$ cat src/rtl/pulse_train_gen.sv
// Programmable pulse train: period P+1 cycles, H high cycles, optional burst of B periods (0 = continuous).
// Define PULSE_TRAIN_PAUSE_EN to add a pause input that freezes the running train.
module pulse_train_gen #(
    parameter int unsigned CNT_W      = 16,
    parameter int unsigned BURST_W    = 8,
    parameter int unsigned DEF_PERIOD = 49999,
    parameter int unsigned DEF_HIGH   = 4999,
    parameter int unsigned DEF_BURST  = 0
) (
    input  logic               clk,
    input  logic               rst,
    input  logic               start,
    input  logic               stop,
    input  logic               cfg_load,
    input  logic [CNT_W-1:0]   cfg_period,
    input  logic [CNT_W-1:0]   cfg_high,
    input  logic [BURST_W-1:0] cfg_burst,
`ifdef PULSE_TRAIN_PAUSE_EN
    input  logic               pause,
`endif
    output logic               pulse_out,
    output logic               tick,
    output logic               busy,
    output logic               done,
    output logic [BURST_W-1:0] pulse_cnt
);

    typedef enum logic [1:0] {IDLE, RUN, DONE} state_t;

    state_t             state;
    logic [CNT_W-1:0]   period_reg;
    logic [CNT_W-1:0]   high_reg;
    logic [BURST_W-1:0] burst_reg;
    logic [CNT_W-1:0]   count;
    logic [CNT_W:0]     count_inc;
    logic               entry_high;
    logic               paused;

`ifdef PULSE_TRAIN_PAUSE_EN
    assign paused = pause;
`else
    assign paused = 1'b0;
`endif

    // One extra bit so the comparison stays correct when P is all ones.
    assign count_inc = {1'b0, count} + {{CNT_W{1'b0}}, 1'b1};

    // A start from IDLE sees a config loaded in the same cycle.
    assign entry_high = (state == IDLE && cfg_load) ? (cfg_high != '0) : (high_reg != '0);

    always_ff @(posedge clk) begin
        if (rst) begin
            state      <= IDLE;
            period_reg <= CNT_W'(DEF_PERIOD);
            high_reg   <= CNT_W'(DEF_HIGH);
            burst_reg  <= BURST_W'(DEF_BURST);
            count      <= '0;
            pulse_cnt  <= '0;
            pulse_out  <= 1'b0;
            tick       <= 1'b0;
            busy       <= 1'b0;
            done       <= 1'b0;
        end else begin
            tick <= 1'b0;
            done <= 1'b0;
            case (state)
                IDLE: begin
                    pulse_out <= 1'b0;
                    busy      <= 1'b0;
                    if (cfg_load) begin
                        period_reg <= cfg_period;
                        high_reg   <= cfg_high;
                        burst_reg  <= cfg_burst;
                    end
                    if (start && !stop) begin
                        state     <= RUN;
                        count     <= '0;
                        pulse_cnt <= BURST_W'(1);
                        tick      <= 1'b1;
                        pulse_out <= entry_high;
                        busy      <= 1'b1;
                    end
                end
                RUN: begin
                    if (stop) begin
                        state     <= IDLE;
                        pulse_out <= 1'b0;
                        busy      <= 1'b0;
                    end else if (start) begin
                        count     <= '0;
                        pulse_cnt <= BURST_W'(1);
                        tick      <= 1'b1;
                        pulse_out <= entry_high;
                    end else if (paused) begin
                        state <= RUN;
                    end else if (count == period_reg) begin
                        if (burst_reg != '0 && pulse_cnt == burst_reg) begin
                            state     <= DONE;
                            done      <= 1'b1;
                            pulse_out <= 1'b0;
                            busy      <= 1'b0;
                        end else begin
                            count     <= '0;
                            pulse_cnt <= pulse_cnt + BURST_W'(1);
                            tick      <= 1'b1;
                            pulse_out <= entry_high;
                        end
                    end else begin
                        count     <= count_inc[CNT_W-1:0];
                        pulse_out <= (count_inc < {1'b0, high_reg});
                    end
                end
                DONE: begin
                    if (start && !stop) begin
                        state     <= RUN;
                        count     <= '0;
                        pulse_cnt <= BURST_W'(1);
                        tick      <= 1'b1;
                        pulse_out <= entry_high;
                        busy      <= 1'b1;
                    end else begin
                        state <= IDLE;
                    end
                end
                default: state <= IDLE;
            endcase
        end
    end

endmodule
$ cat config.mk
export PLATFORM = sky130hd
export DESIGN_NAME = pulse_train_gen
export DESIGN_NICKNAME = d
export VERILOG_FILES = /design/src/rtl/pulse_train_gen.sv
export SDC_FILE = /design/constraint.sdc
export NUM_CORES = 1
export LEC_CHECK = 0
export CAP_MARGIN = 20
export CORE_MARGIN = 5
export CORE_UTILIZATION = 55
export DETAILED_ROUTE_END_ITERATION = 16
export PLACE_DENSITY = 0.81
export RECOVER_POWER = 50
export SYNTH_ARGS = -nofsm -noshare
export SYNTH_HDL_FRONTEND = slang
export SYNTH_SLANG_ARGS = --single-unit
$ cat constraint.sdc
create_clock -name clk -period 9.27 [get_ports clk]
set_input_delay 2.781 -clock clk [delete_from_list [all_inputs] [get_ports clk]]
set_output_delay 2.781 -clock clk [all_outputs]
set_load 0.005 [all_outputs]
Word-level counts from Yosys, hierarchy flattened
Index checks and enable logic that the tools add are counted.
{"block": "word_totals", "word_cells": 87, "reg_bits": 70, "input_bits": 45}
{"block": "op_classes", "n_reduce_logical": 18, "add_sub_neg": 2, "n_eq_ne": 14, "n_mux": 40, "bitwise_logic": 2, "magnitude_cmp": 1}
{"operator": "16-bit 2-to-1 mux", "n": 5}
{"operator": "8-bit 2-to-1 mux", "n": 5}
{"operator": "16-bit one-hot mux with 2 select lines", "n": 1}
{"operator": "16-bit nonzero test", "n": 2}
{"operator": "1-bit 2-to-1 mux", "n": 19}
{"operator": "16-bit by 1-bit adder with 17-bit output (second input constant)", "n": 1}
{"operator": "17-bit by 16-bit less-than comparator with 1-bit output", "n": 1}
{"operator": "16-bit == test", "n": 1}
{"operator": "8-bit one-hot mux with 2 select lines", "n": 1}
{"operator": "3-bit inequality test (second input constant)", "n": 5}
{"operator": "2-bit 2-to-1 mux", "n": 5}
{"operator": "5-bit AND reduction", "n": 2}
{"operator": "8-bit by 1-bit adder with 8-bit output (second input constant)", "n": 1}
{"operator": "8-bit == test", "n": 1}
{"operator": "4-bit AND reduction", "n": 2}
{"operator": "8-bit nonzero test", "n": 1}
{"operator": "1-bit one-hot mux with 3 select lines", "n": 2}
{"operator": "2-bit one-hot mux with 3 select lines", "n": 1}
{"operator": "5-bit OR reduction", "n": 1}
{"operator": "2-bit by 1-bit inequality test with 1-bit output (second input constant)", "n": 2}
{"operator": "2-bit inequality test (second input constant)", "n": 2}
{"operator": "4-bit inequality test (second input constant)", "n": 1}
{"operator": "2-bit AND reduction", "n": 2}
{"operator": "1-bit logical AND", "n": 3}
{"operator": "other kinds (9)", "n": 10}

Logic depth before layout (Yosys ltp)
{"block": "logic_depth", "depth_word": 8, "depth_mapped": 14, "mapped_depth_nobuf": 12}

Worst setup path before layout
Ideal clock, no wire load.
{"block": "synth_timing", "path_kind": "input to register", "start": "input start", "end": "register count[14]", "arrival_ps": 4148, "t_required_ps": 9196, "path_stages": 7, "n_path_buf": 2, "path_slack_ps": 5048, "cell_sequence": "buf_2 -> nor3_2 -> nand3_1 -> nor2_1 -> clkbuf_1 -> a21oi_1 -> a31oi_1"}
{"block": "synth_via", "elab_chain_len": 3}
{"element": "start, declared", "line_no": "12", "rtl": "input logic start,"}
{"element": "16-bit 2-to-1 mux / 1-bit logical AND (equally long branches)", "line_no": "89, 75, 114"}
{"element": "16-bit 2-to-1 mux / 2-bit by 1-bit inequality test with 1-bit output (equally long branches)"}
{"element": "16-bit one-hot mux with 2 select lines / 4-bit AND reduction (equally long branches)"}
{"element": "end signal, assigned", "line_no": "109", "rtl": "count <= count_inc[CNT_W-1:0];"}
{"element": "end, declared", "line_no": "34", "rtl": "logic [CNT_W-1:0] count;"}
Several ways; a longest one is shown, not always the timed one. The select of a mux whose other input is x is not followed.
A chain may end at the register's enable or synchronous reset.

Worst setup path after layout
{"block": "layout_timing", "start": "input start", "end": "register count[11]"}
The elaborated chain is that of the path after synthesis.

==> summary.txt <==
Outcome
  – Status: complete, but fails checks
  – Failing checks: max-capacitance violations, max-slew violations

Yosys
  – Top cells by area, synth: dfxtp_1 35%, nand2_1 9.2%, ha_1 6.9%, xor2_1 6.1%, a21oi_1 5.5%
  – Largest family of logic cells by synthesized area: simple AND/OR/NAND/NOR gates
  – Seq/Total Area, Yosys: 34.9%
  – Number of flops mapped to enable cells by yosys: 0
  – Post-synthesis adder-cell area fraction: 6.85%
  – Multiplexer area fraction after synthesis: 0.529%
  – Top_reg_cell synth: dfxtp_1
  – Post-Synth Simple-Gate Area: 26.1%
  – Synth Area in XOR/XNOR: 8.66%
  – Gate Count Post-Synth: 493
  – Area leader, netlist: dfxtp_1
  – Number of warning messages in the yosys log: 0
  – Compound-Gate Fraction of Synth Area: 17.2%
  – Post-synthesis register bit count: 70
  – Mean post-synth cell area: 8.15 µm²
  – Syn_nets: 560
  – Mapped Area: 4020 µm²
  – FFs w/ async S/R, synth: 0%
  – Library cells used by synthesis: 54
  – Top-area cell type share of the netlist area: 34.9%

Drt
  – Final WL: 10,100 µm
  – DR vias: 3,674
  – DR pass1 iterations: 5
  – 1st-iter DRT viols: 293
  – DR vias/cell: 5.77
  – Residual DRC count: 0
  – Post-DRT Antenna Nets: 0
  – Routed wire per std cell: 15.9 µm

Min path
  – Hold Path Origin: burst_reg[1]
  – Hold Path Stages: 2
  – Worst Hold Class: reg2reg
  – Min-Delay Endpoint: burst_reg[1]

Clock tree
  – CTS Hold Buffers Added: 0
  – Post-CTS Resized: 0
  – Total CTS buffers: 9
  – Clk Latency, worst-skew pair: 0.35 ns
  – H-tree Lvls: 3
  – Max Root-Sink Buffers: 2
  – Clk slew on worst S/H paths: 0.08 ns
  – Post-CTS Setup Bufs: 0
  – Root Buffer: clkbuf_8
  – CTS tree: built
  – CTS Sinks: 70

Worst setup path
  – Reg2reg start: count[0]
  – Worst R2R Path Depth: 12
  – Crit path cell chain: clkdlybuf4s50_1, nor3_2, nand3_1, nor2_1, buf_4, o21ai_0, a31oi_1
  – CP max stage delay: 0.61 ns
  – Critical Path Slowest Stage Cell: clkdlybuf4s50_1
  – Worst path bufs/invs: 2
  – WS Path Type: in2reg
  – CP required: 9.55 ns
  – Worst reg2reg endpoint: pulse_out
  – Crit path max-delay family: simple AND/OR/NAND/NOR gates
  – CP Capture Type: flip-flop
  – Data arrival, critical path: 5.18 ns
  – Worst setup SP type: primary input
  – Crit Path Max Fanout: 17
  – Flop2flop setup slack: 5.68 ns

STA
  – Max-slew headroom: -16.4%
  – Fin Clk Skew: 0.00957 ns
  – RSZ-0062 raised after global routing: no
  – Final hold viol count: 0
  – Least-Margin Pin Slew: 1.75 ns
  – Max Clock Freq: 204 MHz
  – Period utilization: 52.8%
  – Final Max Tran Viols: 41
  – Final setup violation count: 0
  – Final Critical Period: 4.89 ns
  – Setup TNS: 0 ns

Floorplanning
  – Die W: 95.5 µm
  – Die Y: 95.5 µm
  – Die area: 9110 µm²
  – CORE AREA: 7180 µm²
  – IO Count: 57
  – Row count: 31
  – Initial Util: 56.0%

Finish
  – Fin area: 4760 µm²
  – Core Util, Final: 66.4%
  – Share of cells above drive strength 1: 5.58%
  – N_diodes: 0
  – Layout Cells excl Fill: 637
  – P&R area growth vs syn: 18.6%
  – Most frequent cells in the layout: 98 x nand2_1, 70 x dfxtp_1, 50 x clkdlybuf4s50_1, 44 x a21oi_1, 28 x xor2_1
  – Nets: 601
  – Fillers: 624
  – Most common cell after layout, fill and taps aside: nand2_1

Placement
  – Dpl cell area: 4570 µm²
  – Placed cells: 621
  – Post-DP HPWL: 7600 µm
  – GP Congestion: 0.949
  – IO buf count: 56

Power and ir drop
  – Power Dens Cells: 141 nW/µm²
  – Overall Power: 0.671 mW
  – Max VDD drop: 0.0718 mV
  – Static leakage: 1.94 nW

GRT
  – Initial antenna violation count: 0
  – Number of global-route vias before repair: 3,542
  – First-pass GRT wire length: 17,000 µm
  – Largest net degree at the start of global routing: 63
  – Gr usage total: 23.6%
  – GR Overflow Total: 0

Job
  – Max-Cap Viols: 1
## power by group
| group | internal [mW] | total, mW | switching [mW] | leakage (nW) |
|---|---|---|---|---|
| clock | 0.129 | 0.242 | 0.112 | 0.0952 |
| combinational | 0.0460 | 0.101 | 0.0547 | 1.27 |
| sequential | 0.316 | 0.329 | 0.0136 | 0.573 |
## metal layers
metal	track usage (%)	wire [µm]
met1	32.5	4760
met2	37.8	4710
met3	3.87	507
met4	7.82	148
met5	0	0
## worst register-to-register path: stages (launching register included)
cell       delay (ns)
dfxtp_1          0.45
ha_1             0.32
and3_1           0.36
nand3_1          0.22
nor2_1           0.21
xor2_1           0.28
ha_1             0.32
a21oi_1          0.15
a21oi_1          0.08
a2111oi_0        0.40
o21ai_0          0.16
a311o_1          0.38
a311oi_2         0.19
## worst max path at each step
| stage | slack, ns | startpoint | to | cells after the start |
|---|---|---|---|---|
| global placement | 3.67 | start | count[11] | 6 |
| global route | 4.19 | start | count[11] | 7 |
| CTS | 3.91 | start | count[11] | 6 |
| finish | 4.38 | start | count[11] | 7 |
| detailed placement | 3.55 | start | count[11] | 6 |
| floorplan | 5.05 | start | count[14] | 7 |
## cells by family after synthesis
group	Yosys count
XOR/XNOR	38
multiplexers	2
AND/OR/NAND/NOR	205
AO/OA/AOI/OAI	103
buffers and inverters	53
adder cells (fa/ha/maj)	22
flip-flops	70
## synthesized netlist by cell type (all sizes together), types with 5 or more instances
| master | number |
|---|---|
| nand2 | 98 |
| dfxtp | 70 |
| a21oi | 45 |
| xor2 | 30 |
| inv | 24 |
| ha | 22 |
| nor4 | 18 |
| clkbuf | 17 |
| nand3b | 17 |
| nand3 | 16 |
| nor2 | 14 |
| buf | 12 |
| o21ai | 12 |
| a31oi | 11 |
| nor3 | 8 |
| xnor2 | 8 |
| nand2b | 7 |
| nand4 | 7 |
| a22o | 6 |
| and3 | 6 |
| a211oi | 5 |
| or3 | 5 |
## through the flow
| step | hold WS (ns) | setup slack (ns) |
|---|---|---|
| 6_report | 0.472 | 4.38 |
| 5_1_grt | 0.497 | 4.19 |
| 4_1_cts | 0.474 | 3.91 |
| 3_5_place_dp | 0.464 | 3.55 |
| 3_3_place_gp | 0.462 | 3.67 |
| 2_1_floorplan | 0.448 | 5.05 |
## layout make-up
type,count,area [µm²],area share [%]
repair buffers,59,574,12.1
clock inverters,4,47.5,0.998
clock buffers,11,141,2.97
multi-input cells,370,2380,50.1
inverters,24,90.1,1.89
flip-flops and latches,70,1400,29.4
well taps,99,124,2.60
Note: power is estimated with default switching activity, not from simulation.
